<file path="src/rtl/timer_dev.sv">
// Programmable 32-bit down-counting timer on the data-memory bus with a level interrupt.
// Optional prescaler is compiled in when TIMER_PRESCALE_EN is defined.
module timer_dev #(
  parameter int unsigned PRESCALE = 32'd1
) (
  input  logic        clk,
  input  logic        reset,
  input  logic        sel,
  input  logic [31:0] addr,
  input  logic        we,
  input  logic [3:0]  data_type,
  input  logic [31:0] wd,
  output logic [31:0] rd,
  output logic        irq
);

  typedef enum logic [1:0] {
    IDLE = 2'b00,
    LOAD = 2'b01,
    CNT  = 2'b10,
    INT  = 2'b11
  } state_t;

  state_t      state_r;
  state_t      nextState_s;
  logic        ctrlEn_r;
  logic [1:0]  ctrlMode_r;
  logic        ctrlIm_r;
  logic [31:0] preset_r;
  logic [31:0] count_r;
  logic        irqFlag_r;
  logic        irq_r;

  logic        wrAccept_s;
  logic        wrCtrl_s;
  logic        wrPreset_s;
  logic        autoReload_s;
  logic        countZero_s;
  logic        tick_s;
  logic        loadCount_s;
  logic        decCount_s;
  logic        expire_s;
  logic        nextEn_s;
  logic [1:0]  nextMode_s;
  logic        nextIm_s;
  logic        nextFlag_s;
  logic        unusedAddrBits_s;

  if ((PRESCALE < 32'd1) || (PRESCALE > 32'd65535)) begin : gPrescaleRange
    $error("timer_dev: PRESCALE must lie in 1..65535");
  end

  assign wrAccept_s       = sel & we & (data_type == 4'b0000);
  assign wrCtrl_s         = wrAccept_s & (addr[3:2] == 2'd0);
  assign wrPreset_s       = wrAccept_s & (addr[3:2] == 2'd1);
  assign autoReload_s     = (ctrlMode_r == 2'b01);
  assign countZero_s      = (count_r == 32'd0);
  assign unusedAddrBits_s = ^{addr[31:4], addr[1:0]};

`ifdef TIMER_PRESCALE_EN
  localparam logic [15:0] PSC_LAST = 16'(PRESCALE - 32'd1);

  logic [15:0] psc_r;

  assign tick_s = (psc_r == PSC_LAST);

  // Prescale counter: restarts at LOAD, wraps on every tick while counting
  always_ff @(posedge clk) begin
    if (reset) begin
      psc_r <= 16'd0;
    end else if (state_r == LOAD) begin
      psc_r <= 16'd0;
    end else if (state_r == CNT) begin
      psc_r <= tick_s ? 16'd0 : (psc_r + 16'd1);
    end else begin
      psc_r <= psc_r;
    end
  end
`else
  assign tick_s = 1'b1;
`endif

  // State register
  always_ff @(posedge clk) begin
    if (reset) begin
      state_r <= IDLE;
    end else begin
      state_r <= nextState_s;
    end
  end

  // Next-state logic
  always_comb begin
    nextState_s = state_r;
    case (state_r)
      IDLE: begin
        if (ctrlEn_r) nextState_s = LOAD;
        else          nextState_s = IDLE;
      end
      LOAD: nextState_s = CNT;
      CNT: begin
        if (!ctrlEn_r)                  nextState_s = IDLE;
        else if (tick_s && countZero_s) nextState_s = INT;
        else                            nextState_s = CNT;
      end
      INT: begin
        if (autoReload_s && ctrlEn_r) nextState_s = LOAD;
        else                          nextState_s = IDLE;
      end
      default: nextState_s = IDLE;
    endcase
  end

  // FSM action decode
  always_comb begin
    loadCount_s = 1'b0;
    decCount_s  = 1'b0;
    expire_s    = 1'b0;
    case (state_r)
      LOAD: loadCount_s = 1'b1;
      CNT: begin
        if (ctrlEn_r && tick_s) begin
          expire_s   = countZero_s;
          decCount_s = ~countZero_s;
        end else begin
          expire_s   = 1'b0;
          decCount_s = 1'b0;
        end
      end
      default: begin
        loadCount_s = 1'b0;
        decCount_s  = 1'b0;
        expire_s    = 1'b0;
      end
    endcase
  end

  // CTRL next value: a bus write beats the one-shot hardware clear of EN
  always_comb begin
    nextEn_s   = ctrlEn_r;
    nextMode_s = ctrlMode_r;
    nextIm_s   = ctrlIm_r;
    if (wrCtrl_s) begin
      nextEn_s   = wd[0];
      nextMode_s = wd[2:1];
      nextIm_s   = wd[3];
    end else if (expire_s && !autoReload_s) begin
      nextEn_s = 1'b0;
    end else begin
      nextEn_s = ctrlEn_r;
    end
  end

  // Interrupt flag next value: expiry sets it, auto-reload drops it after INT, writes clear it
  always_comb begin
    nextFlag_s = irqFlag_r;
    if (expire_s) begin
      nextFlag_s = 1'b1;
    end else if ((state_r == INT) && autoReload_s) begin
      nextFlag_s = 1'b0;
    end else if (wrCtrl_s || wrPreset_s) begin
      nextFlag_s = 1'b0;
    end else begin
      nextFlag_s = irqFlag_r;
    end
  end

  // Control, flag and interrupt output registers
  always_ff @(posedge clk) begin
    if (reset) begin
      ctrlEn_r   <= 1'b0;
      ctrlMode_r <= 2'b00;
      ctrlIm_r   <= 1'b0;
      irqFlag_r  <= 1'b0;
      irq_r      <= 1'b0;
    end else begin
      ctrlEn_r   <= nextEn_s;
      ctrlMode_r <= nextMode_s;
      ctrlIm_r   <= nextIm_s;
      irqFlag_r  <= nextFlag_s;
      irq_r      <= nextFlag_s & nextIm_s;
    end
  end

  // PRESET register; a write mid-count only affects the next LOAD
  always_ff @(posedge clk) begin
    if (reset) begin
      preset_r <= 32'd0;
    end else if (wrPreset_s) begin
      preset_r <= wd;
    end else begin
      preset_r <= preset_r;
    end
  end

  // COUNT register; decrement is only decoded for a non-zero count, so it never wraps
  always_ff @(posedge clk) begin
    if (reset) begin
      count_r <= 32'd0;
    end else if (loadCount_s) begin
      count_r <= preset_r;
    end else if (decCount_s) begin
      count_r <= count_r - 32'd1;
    end else begin
      count_r <= count_r;
    end
  end

  // Read mux, independent of sel/we
  always_comb begin
    rd = 32'd0;
    case (addr[3:2])
      2'd0:    rd = {28'd0, ctrlIm_r, ctrlMode_r, ctrlEn_r};
      2'd1:    rd = preset_r;
      2'd2:    rd = count_r;
      default: rd = 32'd0;
    endcase
  end

  assign irq = irq_r;

endmodule

</file>
<file path="config.mk">
export PLATFORM = sky130hd
export DESIGN_NAME = timer_dev
export DESIGN_NICKNAME = d
export VERILOG_FILES = /design/src/rtl/timer_dev.sv
export SDC_FILE = /design/constraint.sdc
export NUM_CORES = 1
export LEC_CHECK = 0
export ABC_AREA = 1
export CAP_MARGIN = 20
export CORE_ASPECT_RATIO = 0.8
export CORE_UTILIZATION = 50
export DETAILED_ROUTE_END_ITERATION = 10
export GPL_TIMING_DRIVEN = 0
export PLACE_DENSITY = 0.81
export SLEW_MARGIN = 20
export SYNTH_ARGS = -nofsm -noshare
export SYNTH_HDL_FRONTEND = slang
export SYNTH_SLANG_ARGS = --single-unit
</file>
<file path="constraint.sdc">
create_clock -name clk -period 2.21 [get_ports clk]
set_input_delay 0.442 -clock clk [delete_from_list [all_inputs] [get_ports clk]]
set_output_delay 0.442 -clock clk [all_outputs]
set_load 0.1 [all_outputs]
</file>
==> impl_metrics.json <==
{
  "run_status": "finished, final reports clean",
  "grt_pass1_vias": 4429,
  "timing.critical_path.slowest_cell_delay_ps": 330,
  "drt-pass1-iter-count": 5,
  "end_kind": "register",
  "met3_wirelength_um": 1410,
  "worst-setup-path-type": "reg -> reg",
  "synth_edf_count": 0,
  "yosys_warnings": 0,
  "final_min_period_over_clock_period_pct": 93.7,
  "drt.antenna.violating_nets": 0,
  "chipHeight_um": 83.6,
  "worst_reg2reg_path_length_in_cells": 12,
  "drt_iter0_markers": 401,
  "detail_route.drc_violations": 0,
  "grt_antenna_before_repair": 0,
  "yosys.area.top_type_share_pct": 34.7,
  "i_o_buffers": 73,
  "die_w_um": 104,
  "clk_pin_slew_ps": 90,
  "dieArea_sq_um": 8680,
  "regToRegSetupSlack_ps": 140,
  "final_nets": 827,
  "synth_cells": 667,
  "critPathLaunchType": "register",
  "post_drt_wl_per_cell_um": 16.9,
  "area_growth_pct": 33.1,
  "hold_buf_count_cts": 0,
  "final-hold-violation-count": 0,
  "timing.critical_path.slowest_stage_cell": "sky130_fd_sc_hd__dfxtp_1",
  "drt-vias-per-instance": 5.71,
  "grt_pass1_wl_um": 22600,
  "cp.arrival_ps": 2320,
  "cts_buffers": 9,
  "worst_slew_margin_relative_to_its_limit_pct": 37.0,
  "antenna_cells_inserted": 0,
  "drive_gt1_share_pct": 16.2,
  "maxCapViolations": 0,
  "tightest_slew_ps": 949,
  "synth.top_cells.by_area": "sky130_fd_sc_hd__dfxtp_1 35%, sky130_fd_sc_hd__nor2_1 11%, sky130_fd_sc_hd__nand2_1 11%, sky130_fd_sc_hd__o21ai_0 9.2%, sky130_fd_sc_hd__inv_1 7.4%",
  "power.ir.vdd_worst_mv": 0.363,
  "routabilityCongestion": 0.943,
  "maxClockFrequency_mhz": 483,
  "start_point_of_the_worst_min_delay_path": "reset",
  "hold_end": "count_r[27]$_SDFFE_PP0P_",
  "postSynth.asyncResetShare_pct": 0,
  "crit-reg2reg-launch": "count_r[0]$_SDFFE_PP0P_",
  "placeableCoreArea_sq_um": 7980,
  "root_buf_cell": "sky130_fd_sc_hd__clkbuf_8",
  "p_leak_uw": 0.00230,
  "clock_tree_from_tritoncts": "done",
  "ioPinCount": 105,
  "clk-insertion-delay-late_ps": 370,
  "hold_path_depth": 2,
  "cts.path.max_buffers": 2,
  "cp_num_buf_inv": 2,
  "setup-violations-final": 0,
  "global_route.overflow_total": 0,
  "setup.worst_path.start": "count_r[0]$_SDFFE_PP0P_",
  "synthesis.nets": 741,
  "synth_cell_types": 31,
  "htreeDepth": 3,
  "ys_dominant_reg_cell": "sky130_fd_sc_hd__dfxtp_1",
  "clock-sinks": 72,
  "synth_area_sq_um": 4160,
  "met2WireLength_um": 6420,
  "vias": 4941,
  "wire_length_on_met1_um": 6500,
  "synth.ff_latch_count": 72,
  "setup_total_negative_slack_ps": 0,
  "path_cells": "inv_1, ha_1, nand2_1, nor2_1, nand2_1, nor2_2, nand2_2, nand2_4, nand2_4, buf_2, o21ai_0, nor2_1",
  "timing.critical_path.fanout_max": 10,
  "synth.avg_cell_area_sq_um": 6.23,
  "synth_top_cell_by_area": "sky130_fd_sc_hd__dfxtp_1",
  "pwr_density_cell_nw_per_um2": 494,
  "cp.required_ps": 2460,
  "post-place-cells": 848,
  "wl_um": 14600,
  "report.final.slew_viol_count": 0,
  "initial_utilization_pct": 52.1,
  "most_frequent_cell_after_synthesis": "sky130_fd_sc_hd__nor2_1",
  "largest_net_degree_at_the_start_of_global_routing": 15,
  "num_rows": 29,
  "timing.hold.worst.class": "in -> reg",
  "synthTopCellsByCount": "119 x sky130_fd_sc_hd__nor2_1, 118 x sky130_fd_sc_hd__nand2_1, 82 x sky130_fd_sc_hd__inv_1",
  "gr-usage-all-layers_pct": 34.0,
  "min_period_ps": 2070,
  "post-dp-hpwl_um": 10600,
  "dr.max_layer_used": "met4",
  "synth.yosys.seq_area_share_pct": 34.7,
  "layout.filler_cells": 712,
  "finalClockSkew_ps": 12.3,
  "cp_delay_by_family_top": "simple AND/OR/NAND/NOR gates",
  "crit-reg2reg-capture": "count_r[1]$_SDFFE_PP0P_",
  "finalNonFillerCells": 866,
  "post-route-util_pct": 69.3,
  "holdWs_ps": 448
}
[worst max path at each step]
stage / to / cells after the start
5_1_grt: count_r[18]$_SDFFE_PP0P_ / 9
3_5_place_dp: rd[1] / 7
4_1_cts: count_r[18]$_SDFFE_PP0P_ / 9
3_3_place_gp: rd[4] / 7
6_report: count_r[1]$_SDFFE_PP0P_ / 12
2_1_floorplan: rd[16] / 5
[stage by stage]
step	setup WS [ps]	cell area [sq um]	power [uW]
floorplan	-661	4230	1450
global placement	-1370	5100	1570
detailed placement	-1390	5100	1570
CTS	132	5530	2720
global route	-0.884	5530	2790
finish	140	5530	2730
[kinds of logic after synthesis]
logic type,after synthesis,synth area share (%)
simple gates,314,31.8
compound gates,154,20.2
buf+inv,119,11.4
flops,72,34.7
xor+xnor,6,1.26
fa+ha+maj,2,0.602
[flip-flops by register name, indices dropped and copies added, names as in the netlist]
register and cells:
irqFlag_r 1, count_r 32, state_r 2, ctrlEn_r 1, ctrlIm_r 1, irq 1, preset_r 32, ctrlMode_r 2
[routing by layer]
metal | global-route usage, % | vias to the layer above
li1 | - | 2324
met1 | 44.9 | 2339
met2 | 54.1 | 246
met3 | 8.43 | 32
met4 | 11.8 | 0
met5 | 0 | -
[timing repair]
item | in CTS | in global routing
endpoints found under the hold margin | 0 | 0
pin swaps | 2 | 0
setup buffers | 1 | 0
gates resized for setup | 264 | 2
setup endpoints to repair | 33 | 1
cloned | 1 | 0
[where the power goes]
part	switching [uW]	total [uW]	internal, uW
logic	149	266	117
clock network	593	1160	571
registers	3.37	1300	1300
[layout by cell type (no fill, tap or decap), types with 2 or more instances in the layout]
cell type and n:
sky130_fd_sc_hd__a21oi_1 42, sky130_fd_sc_hd__a21oi_2 5, sky130_fd_sc_hd__buf_12 3, sky130_fd_sc_hd__buf_2 5, sky130_fd_sc_hd__buf_4 12, sky130_fd_sc_hd__buf_6 20
sky130_fd_sc_hd__buf_8 2, sky130_fd_sc_hd__clkbuf_1 18, sky130_fd_sc_hd__clkbuf_8 14, sky130_fd_sc_hd__clkdlybuf4s50_1 38, sky130_fd_sc_hd__clkinv_4 2, sky130_fd_sc_hd__dfxtp_1 72
sky130_fd_sc_hd__dlygate4sd2_1 3, sky130_fd_sc_hd__ha_1 2, sky130_fd_sc_hd__inv_1 80, sky130_fd_sc_hd__inv_2 7, sky130_fd_sc_hd__inv_6 2, sky130_fd_sc_hd__nand2_1 117
sky130_fd_sc_hd__nand2_2 7, sky130_fd_sc_hd__nand2_4 2, sky130_fd_sc_hd__nand3_1 47, sky130_fd_sc_hd__nand4_1 5, sky130_fd_sc_hd__nor2_1 116, sky130_fd_sc_hd__nor2_2 7
sky130_fd_sc_hd__nor2_4 2, sky130_fd_sc_hd__nor3_1 9, sky130_fd_sc_hd__o21ai_0 68, sky130_fd_sc_hd__o21ai_1 3, sky130_fd_sc_hd__o21ai_2 7, sky130_fd_sc_hd__o21bai_1 3
sky130_fd_sc_hd__o221ai_2 2, sky130_fd_sc_hd__o221ai_4 2, sky130_fd_sc_hd__o22ai_1 3, sky130_fd_sc_hd__o22ai_2 16, sky130_fd_sc_hd__xor2_1 6
[final cells by class]
cell class              instances  area (sq um)  share of cell area [%]
multi-input cells             476          2440                    44.1
inverters                      88           335                    6.06
well taps                     108           135                    2.44
clock inverters                 6          75.1                    1.36
flip-flops and latches         72          1440                    26.0
repair buffers                 75           786                    14.2
clock buffers                  10           138                    2.49
plain buffers                  31           181                    3.28
No activity file was read; power rests on OpenSTA's default activity.
